### config.mk
export PLATFORM = sky130hd
export DESIGN_NAME = id_mem_arbiter
export DESIGN_NICKNAME = d
export VERILOG_FILES = /design/src/rtl/id_mem_pkg.sv /design/src/rtl/id_mem_rr_arb.sv /design/src/rtl/id_mem_arbiter.sv
export SDC_FILE = /design/constraint.sdc
export NUM_CORES = 1
export LEC_CHECK = 0
export ABC_AREA = 1
export CORE_MARGIN = 2
export CORE_UTILIZATION = 50
export DETAILED_ROUTE_END_ITERATION = 7
export DONT_BUFFER_PORTS = 1
export GPL_ROUTABILITY_DRIVEN = 0
export SLEW_MARGIN = 20
export SYNTH_ARGS = -nofsm -noshare
export SYNTH_HDL_FRONTEND = slang
export SYNTH_SLANG_ARGS = --single-unit
### constraint.sdc
create_clock -name r_Clk -period 2.45 [get_ports r_Clk]
set_clock_uncertainty 0.1 [all_clocks]
set_input_delay 0.245 -clock r_Clk [delete_from_list [all_inputs] [get_ports r_Clk]]
set_output_delay 0.245 -clock r_Clk [all_outputs]
set_load 0.05 [all_outputs]
### src/rtl/id_mem_pkg.sv
// Shared types, default widths and the byte-merge helper for the IDMemory arbiter.
package id_mem_pkg;

   localparam int unsigned ID_MEM_DATA_WIDTH     = 32;
   localparam int unsigned ID_MEM_ADDR_WIDTH     = 10;
   localparam int unsigned ID_MEM_STAT_WIDTH     = 16;
   // Merge helper operates on a wide container so any legal DATA_WIDTH up to 256 fits.
   localparam int unsigned ID_MEM_MAX_DATA_WIDTH = 256;
   localparam int unsigned ID_MEM_MAX_BE_WIDTH   = ID_MEM_MAX_DATA_WIDTH / 8;

   typedef enum logic {
      S_RUN = 1'b0,
      S_RMW = 1'b1
   } state_e;

   typedef enum logic {
      OWN_IF = 1'b0,
      OWN_LS = 1'b1
   } owner_e;

   // Take new-data bytes where the strobe is set, old-data bytes elsewhere.
   function automatic logic [ID_MEM_MAX_DATA_WIDTH-1:0] byte_merge(
      input logic [ID_MEM_MAX_DATA_WIDTH-1:0] i_Old,
      input logic [ID_MEM_MAX_DATA_WIDTH-1:0] i_New,
      input logic [ID_MEM_MAX_BE_WIDTH-1:0]   i_Be
   );
      logic [ID_MEM_MAX_DATA_WIDTH-1:0] w_Res;
      w_Res = i_Old;
      for (int b = 0; b < int'(ID_MEM_MAX_BE_WIDTH); b++) begin
         if (i_Be[b]) begin
            w_Res[8*b +: 8] = i_New[8*b +: 8];
         end
      end
      return w_Res;
   endfunction

endpackage

### src/rtl/id_mem_rr_arb.sv
// Two-way round-robin grant for the shared read port; index 0 = fetch, 1 = LSU.
module id_mem_rr_arb (
   input  logic       r_Clk,
   input  logic       r_Rst,
   input  logic       i_En,
   input  logic [1:0] i_Req,
   output logic [1:0] o_Gnt_c
);

   // 1 = LSU has priority on the next contested cycle
   logic r_PtrLs;

   // Grant the pointer's side on contention, otherwise pass the lone request through
   always_comb begin
      o_Gnt_c = 2'b00;
      if (i_En) begin
         if (i_Req == 2'b11) begin
            o_Gnt_c = r_PtrLs ? 2'b10 : 2'b01;
         end else begin
            o_Gnt_c = i_Req;
         end
      end
   end

   // Pointer only moves after a contested grant
   always_ff @(posedge r_Clk or negedge r_Rst) begin
      if (!r_Rst) begin
         r_PtrLs <= 1'b1;
      end else if (i_En && (i_Req == 2'b11)) begin
         r_PtrLs <= ~r_PtrLs;
      end
   end

endmodule

### src/rtl/id_mem_arbiter.sv
// Shares one 1R/1W IDMemory between instruction fetch and the LSU.
// Read port is round-robin arbitrated, full-word stores use the write port
// concurrently with a fetch, partial stores run as a read-modify-write.
// Optional stall counters are built when ID_MEM_ARB_STATS_EN is defined.
module id_mem_arbiter
   import id_mem_pkg::*;
#(
   parameter int unsigned DATA_WIDTH = ID_MEM_DATA_WIDTH,
   parameter int unsigned ADDR_WIDTH = ID_MEM_ADDR_WIDTH,
   parameter int unsigned STAT_WIDTH = ID_MEM_STAT_WIDTH
) (
   input  logic                    r_Clk,
   input  logic                    r_Rst,
   input  logic                    i_IfValid,
   output logic                    o_IfReady,
   input  logic [ADDR_WIDTH-1:0]   i_IfAddr,
   output logic                    o_IfRspValid,
   output logic [DATA_WIDTH-1:0]   o_IfRspData,
   input  logic                    i_LsValid,
   output logic                    o_LsReady,
   input  logic [ADDR_WIDTH-1:0]   i_LsAddr,
   input  logic                    i_LsWE,
   input  logic [DATA_WIDTH/8-1:0] i_LsBE,
   input  logic [DATA_WIDTH-1:0]   i_LsWD,
   output logic                    o_LsRspValid,
   output logic [DATA_WIDTH-1:0]   o_LsRspData,
   output logic [ADDR_WIDTH-1:0]   o_MemRDAddr,
   input  logic [DATA_WIDTH-1:0]   i_MemRD,
   output logic [ADDR_WIDTH-1:0]   o_MemWRAddr,
   output logic [DATA_WIDTH-1:0]   o_MemWD,
   output logic                    o_MemWE,
   output logic [STAT_WIDTH-1:0]   o_IfStallCnt,
   output logic [STAT_WIDTH-1:0]   o_LsStallCnt
);

   localparam int unsigned BE_WIDTH = DATA_WIDTH / 8;

   state_e                r_State;
   logic [ADDR_WIDTH-1:0] r_SavAddr;
   logic [DATA_WIDTH-1:0] r_SavWD;
   logic [BE_WIDTH-1:0]   r_SavBE;
   logic                  r_RdValid;
   owner_e                r_RdOwner;
   logic                  r_LsAck;
   logic [ADDR_WIDTH-1:0] r_WrAddrHold;
   logic [DATA_WIDTH-1:0] r_WrDataHold;

   logic                  w_LsFull;
   logic                  w_LsPartial;
   logic                  w_LsNeedRd;
   logic [1:0]            w_ArbReq;
   logic [1:0]            w_Gnt;
   logic                  w_IfReady;
   logic                  w_LsReady;
   logic                  w_WrEn;
   logic [ADDR_WIDTH-1:0] w_WrAddr;
   logic [DATA_WIDTH-1:0] w_WrData;
   logic [DATA_WIDTH-1:0] w_MergeWD;
   logic                  w_LsRdRsp;

   // Classify the LSU request; BE=0 stores touch neither memory port
   always_comb begin
      w_LsFull    = i_LsWE && (i_LsBE == '1);
      w_LsPartial = i_LsWE && (i_LsBE != '0) && (i_LsBE != '1);
      w_LsNeedRd  = !i_LsWE || w_LsPartial;
   end

   // Read-port requests: same-word read-during-write is blocked for fetch
   always_comb begin
      w_ArbReq = 2'b00;
      if (r_State == S_RUN) begin
         w_ArbReq[1] = i_LsValid && w_LsNeedRd;
         w_ArbReq[0] = i_IfValid && !(i_LsValid && w_LsFull && (i_IfAddr == i_LsAddr));
      end else begin
         w_ArbReq[0] = i_IfValid && (i_IfAddr != r_SavAddr);
      end
   end

   id_mem_rr_arb u_rr_arb (
      .r_Clk   (r_Clk),
      .r_Rst   (r_Rst),
      .i_En    (1'b1),
      .i_Req   (w_ArbReq),
      .o_Gnt_c (w_Gnt)
   );

   assign w_MergeWD = DATA_WIDTH'(byte_merge(ID_MEM_MAX_DATA_WIDTH'(i_MemRD),
                                             ID_MEM_MAX_DATA_WIDTH'(r_SavWD),
                                             ID_MEM_MAX_BE_WIDTH'(r_SavBE)));

   // Handshake and memory-port steering
   always_comb begin
      w_IfReady = w_Gnt[0];
      w_LsReady = 1'b0;
      if (r_State == S_RUN) begin
         w_LsReady = i_LsValid && (w_LsNeedRd ? w_Gnt[1] : 1'b1);
      end
      w_WrEn   = (r_State == S_RMW) || (w_LsReady && w_LsFull);
      w_WrAddr = (r_State == S_RMW) ? r_SavAddr : i_LsAddr;
      w_WrData = (r_State == S_RMW) ? w_MergeWD : i_LsWD;
   end

   assign o_IfReady   = w_IfReady;
   assign o_LsReady   = w_LsReady;
   assign o_MemRDAddr = w_Gnt[1] ? i_LsAddr : (w_Gnt[0] ? i_IfAddr : '0);
   assign o_MemWE     = w_WrEn;
   assign o_MemWRAddr = w_WrEn ? w_WrAddr : r_WrAddrHold;
   assign o_MemWD     = w_WrEn ? w_WrData : r_WrDataHold;

   // Responses: read data comes straight from memory in the cycle after the grant
   assign w_LsRdRsp    = r_RdValid && (r_RdOwner == OWN_LS);
   assign o_IfRspValid = r_RdValid && (r_RdOwner == OWN_IF);
   assign o_IfRspData  = o_IfRspValid ? i_MemRD : '0;
   assign o_LsRspValid = w_LsRdRsp || r_LsAck;
   assign o_LsRspData  = w_LsRdRsp ? i_MemRD : '0;

   // RUN/RMW state machine with response tag, store-ack flag and write holding regs
   always_ff @(posedge r_Clk or negedge r_Rst) begin
      if (!r_Rst) begin
         r_State      <= S_RUN;
         r_SavAddr    <= '0;
         r_SavWD      <= '0;
         r_SavBE      <= '0;
         r_RdValid    <= 1'b0;
         r_RdOwner    <= OWN_IF;
         r_LsAck      <= 1'b0;
         r_WrAddrHold <= '0;
         r_WrDataHold <= '0;
      end else begin
         r_RdValid <= w_Gnt[0] || (w_Gnt[1] && !i_LsWE);
         r_RdOwner <= w_Gnt[1] ? OWN_LS : OWN_IF;
         if (w_WrEn) begin
            r_WrAddrHold <= w_WrAddr;
            r_WrDataHold <= w_WrData;
         end
         case (r_State)
            S_RUN: begin
               r_LsAck <= w_LsReady && i_LsWE && !w_LsPartial;
               if (w_LsReady && w_LsPartial) begin
                  r_SavAddr <= i_LsAddr;
                  r_SavWD   <= i_LsWD;
                  r_SavBE   <= i_LsBE;
                  r_State   <= S_RMW;
               end
            end
            S_RMW: begin
               r_LsAck <= 1'b1;
               r_State <= S_RUN;
            end
            default: begin
               r_LsAck <= 1'b0;
               r_State <= S_RUN;
            end
         endcase
      end
   end

`ifdef ID_MEM_ARB_STATS_EN
   logic [STAT_WIDTH-1:0] r_IfStallCnt;
   logic [STAT_WIDTH-1:0] r_LsStallCnt;

   // Saturating stall counters, cleared only by reset
   always_ff @(posedge r_Clk or negedge r_Rst) begin
      if (!r_Rst) begin
         r_IfStallCnt <= '0;
         r_LsStallCnt <= '0;
      end else begin
         if (i_IfValid && !w_IfReady && (r_IfStallCnt != '1)) begin
            r_IfStallCnt <= r_IfStallCnt + STAT_WIDTH'(1);
         end
         if (i_LsValid && !w_LsReady && (r_LsStallCnt != '1)) begin
            r_LsStallCnt <= r_LsStallCnt + STAT_WIDTH'(1);
         end
      end
   end

   assign o_IfStallCnt = r_IfStallCnt;
   assign o_LsStallCnt = r_LsStallCnt;
`else
   assign o_IfStallCnt = '0;
   assign o_LsStallCnt = '0;
`endif

endmodule
==> results.toml <==
[yosys]
adder_cell_area_share_of_the_yosys_netlist_pct = 0
post_synth.cell_area_avg_um2 = 7.16
yosysTopAreaCell = "sky130_fd_sc_hd__dfrtp_1"
synth_xor_xnor_area_share_pct = 0.957
synth_top_family_by_area = "simple AND/OR/NAND/NOR gates"
fraction_of_registers_with_async_set_reset_pct = 100
yosys_register_bits = 93
simple_gate_share_of_the_synthesized_area_pct = 23.1
synthFlopType = "sky130_fd_sc_hd__dfrtp_1"
ys_types = 28
synth_compound_gate_area_share_pct = 17.3
netlist_instances = 767
synth_seq_area_share_pct = 42.4
yosys.area.top_type_share_pct = 41.9
syn_area_um2 = 5490
yosys-mux-area-fraction_pct = 0
synth_enable_flop_cells = 0
ys_warn_count = 0
ys_top_cells_by_area = "sky130_fd_sc_hd__dfrtp_1 (42%), sky130_fd_sc_hd__nand2_1 (12%), sky130_fd_sc_hd__inv_1 (7.2%), sky130_fd_sc_hd__a21oi_1 (5.9%), sky130_fd_sc_hd__o21ai_0 (5.9%)"

[grt]
grt_usage_pct = 27.3
global_route_wire_length_before_repair_mm = 25.4
globalRoute.totalOverflow = 0
grt_antenna_before_repair = 0
via_count_of_the_first_global_routing_pass = 5263
grt_start_max_net_pins = 94

[cells_and_area]
final_area_um2 = 7900
insertedDiodeCount = 0
most-common-layout-cells = "sky130_fd_sc_hd__nand2_1 (137), sky130_fd_sc_hd__inv_1 (103), sky130_fd_sc_hd__dfrtp_1 (91)"
multi_input_comb_area_um2 = 2610
final_layout_size_suffix_gt1_share_pct = 25.9
leading_cell_type_in_the_layout_fill_and_taps_excluded = "sky130_fd_sc_hd__nand2_1"
area_growth_pct = 43.8
count_of_nets_after_finishing = 1014
final.fill_count = 831
seq_area_um2 = 2330

[timing]
tightest_slew_ns = 0.600
clock.fmax_mhz = 389
grt_setup_unrepaired = "true"
report.final.setup_viol = 52
report.final.slew_viol_count = 0
timing.final.hold_violations = 93
minimum_clock_period_ns = 2.57
final_min_period_over_clock_period_pct = 105
hold_ws_ns = -0.537
slew-limit-headroom_pct = 60.0
final_ws_setup_ns = -0.123
final.setup.tns_ns = -4.73

[critical_path]
critical-path-top-cell-by-count = "sky130_fd_sc_hd__nand2_1"
critPathBufInv = 3
slowest_delay_ns = 0.43
worstSetupEndpointType = "primary output"
worstReg2RegEnd = "r_WrDataHold[21]$_DFF_PN0_"
path_class = "reg -> out"
worst_setup_path_startpoint = "r_SavAddr[6]$_DFFE_PN0P_"
reg2regPathDepth = 14
critical_path.reg2reg.startpoint = "r_SavAddr[6]$_DFFE_PN0P_"
crit_path_start_kind = "flip-flop"
crit_cells = 14
path_cells = "inv_1, nand2_1, nand2_1, nor2_2, nand2_1, nor2_2, a21oi_2, nand4_2, nand3_4, nand2_4, clkbuf_16, nand2_1, nand2_2, buf_12"
critical_path_arrival_ns = 2.23
maximum_net_fanout_on_the_critical_path = 10
critical_path.top_delay_family = "simple AND/OR/NAND/NOR gates"
rrSetupSlack_ns = 0.37
crit_slowest_cell = "sky130_fd_sc_hd__dfrtp_1"
timing.critical_path.required_ns = 2.11
crit_path_end = "o_MemWD[5]"

[cts]
root_buffer_selected_by_cts = "sky130_fd_sc_hd__clkbuf_8"
cts_inserted_buffers = 9
clock_insertion_delay_worst_skew_ns = 0.36
cts.sink_count = 93
max-clock-path-buffers = 2
worst_setup_hold_path_clk_slew_ns = 0.10
cts_tree = "yes"
holdBufCountCts = 46
cts.htree.levels = 3

[detailed_routing]
drc = 0
final_antenna_net_count = 0
via_total_after_detailed_routing = 5615
routed_via_density = 5.27
detailedRoute.firstIterationViolations = 423
finalWirelength_mm = 17.0
drt_pass1_iterations = 5
route.detailed.wl_per_inst_um = 16.0

[die]
boundaryPins = 246
row_count = 38
floorplan.initialDensity_pct = 50.9
floorplan.die_area_um2 = 11800
die_x_um = 109
floorplan.core_area_um2 = 10800
die_height_um = 109

[worst_hold_path]
timing.hold.worst.class = "in -> async"

[place]
pre_cts_ws_ns = 0.155
numPortBuffers = 0
hpwlAfterDp_mm = 10.8
post_dp_cell_area_um2 = 6890

[flow_run]
timing.max_cap.violations = 0

[power]
pwr_cell_area_nw_per_um2 = 1010
cellLeakagePower_nw = 4.08
vdd.ir_drop.worst_v = 0.000701

[outcome]
outcome = "finished with violations"
failed_checks = "hold timing, setup timing"
logic make-up after synthesis:
family | count (synthesis)
AND/OR/NAND/NOR | 313
XOR/XNOR | 6
AO/OA/AOI/OAI | 173
buffers and inverters | 181
other | 1
flip-flops | 93
layer usage:
layer  routed length (um)  up-vias  GRT usage [%]
li1                     -     2661              -
met2                 8810      232           46.6
met1                 6830     2696           34.4
met5                    0        -              0
met3                 1150       26           6.40
met4                  250        0           8.88
where the power goes:
part,switching (mW),internal [mW]
Clock,0.567,0.503
Sequential,0.321,2.04
Combinational,2.80,1.77
Total,3.69,4.32
sequential cells by signal, summed over array words and instances, names as in the netlist:
| name | count |
|---|---|
| r_SavBE | 4 |
| r_RdValid | 1 |
| r_WrAddrHold | 10 |
| r_LsAck | 1 |
| r_SavWD | 32 |
| r_State | 1 |
| r_SavAddr | 10 |
| u_rr_arb.r_PtrLs | 1 |
| r_RdOwner | 1 |
| r_WrDataHold | 32 |
final cells by class:
class	instances	area share (%)
multi-input cells	525	33.0
flip-flops and latches	93	29.5
repair buffers	185	27.5
inverters	106	5.09
well taps	140	2.22
clock buffers	11	1.79
clock inverters	5	0.745
repair inverters	1	0.0951
how the worst min path moves through the flow:
stage | end | slack, ns | depth (start not counted)
finish | r_SavWD[18]$_DFFE_PN0P_ | -0.54 | 0
global route | r_SavWD[18]$_DFFE_PN0P_ | -0.56 | 0
CTS | r_WrDataHold[18]$_DFF_PN0_ | -0.55 | 0
detailed placement | r_WrDataHold[18]$_DFF_PN0_ | -0.15 | 0
global placement | r_WrDataHold[14]$_DFF_PN0_ | -0.15 | 0
floorplan | r_LsAck$_DFF_PN0_ | -0.15 | 0
timing repair:
action / in CTS / in global routing
resized for setup: 58 / 18
pin swaps: 2 / 0
gates cloned: 1 / 3
setup buffers: 2 / 1
hold endpoints to repair: 140 / 93
endpoints found under the setup margin: 53 / 86
cells in the mapped netlist, types with 9 or more instances:
library cell	number
sky130_fd_sc_hd__a21oi_1	65
sky130_fd_sc_hd__buf_4	36
sky130_fd_sc_hd__buf_6	9
sky130_fd_sc_hd__clkbuf_1	24
sky130_fd_sc_hd__dfrtp_1	92
sky130_fd_sc_hd__inv_1	105
sky130_fd_sc_hd__nand2_1	181
sky130_fd_sc_hd__nand3_1	45
sky130_fd_sc_hd__nor2_1	78
sky130_fd_sc_hd__o21ai_0	65
sky130_fd_sc_hd__o21ai_1	14
sky130_fd_sc_hd__o21ai_2	19
sky130_fd_sc_hd__o22ai_1	9
stage by stage:
step	total power [mW]	utilization [%]	std cells
after floorplan	4.95	-	798
after CTS	7.95	71.8	1062
final	8.01	73.2	1066
after detailed placement	6.66	63.9	997
after global routing	8.39	73.2	1066
after global placement	6.57	63.9	997
Note: power is estimated with default switching activity, not from simulation.
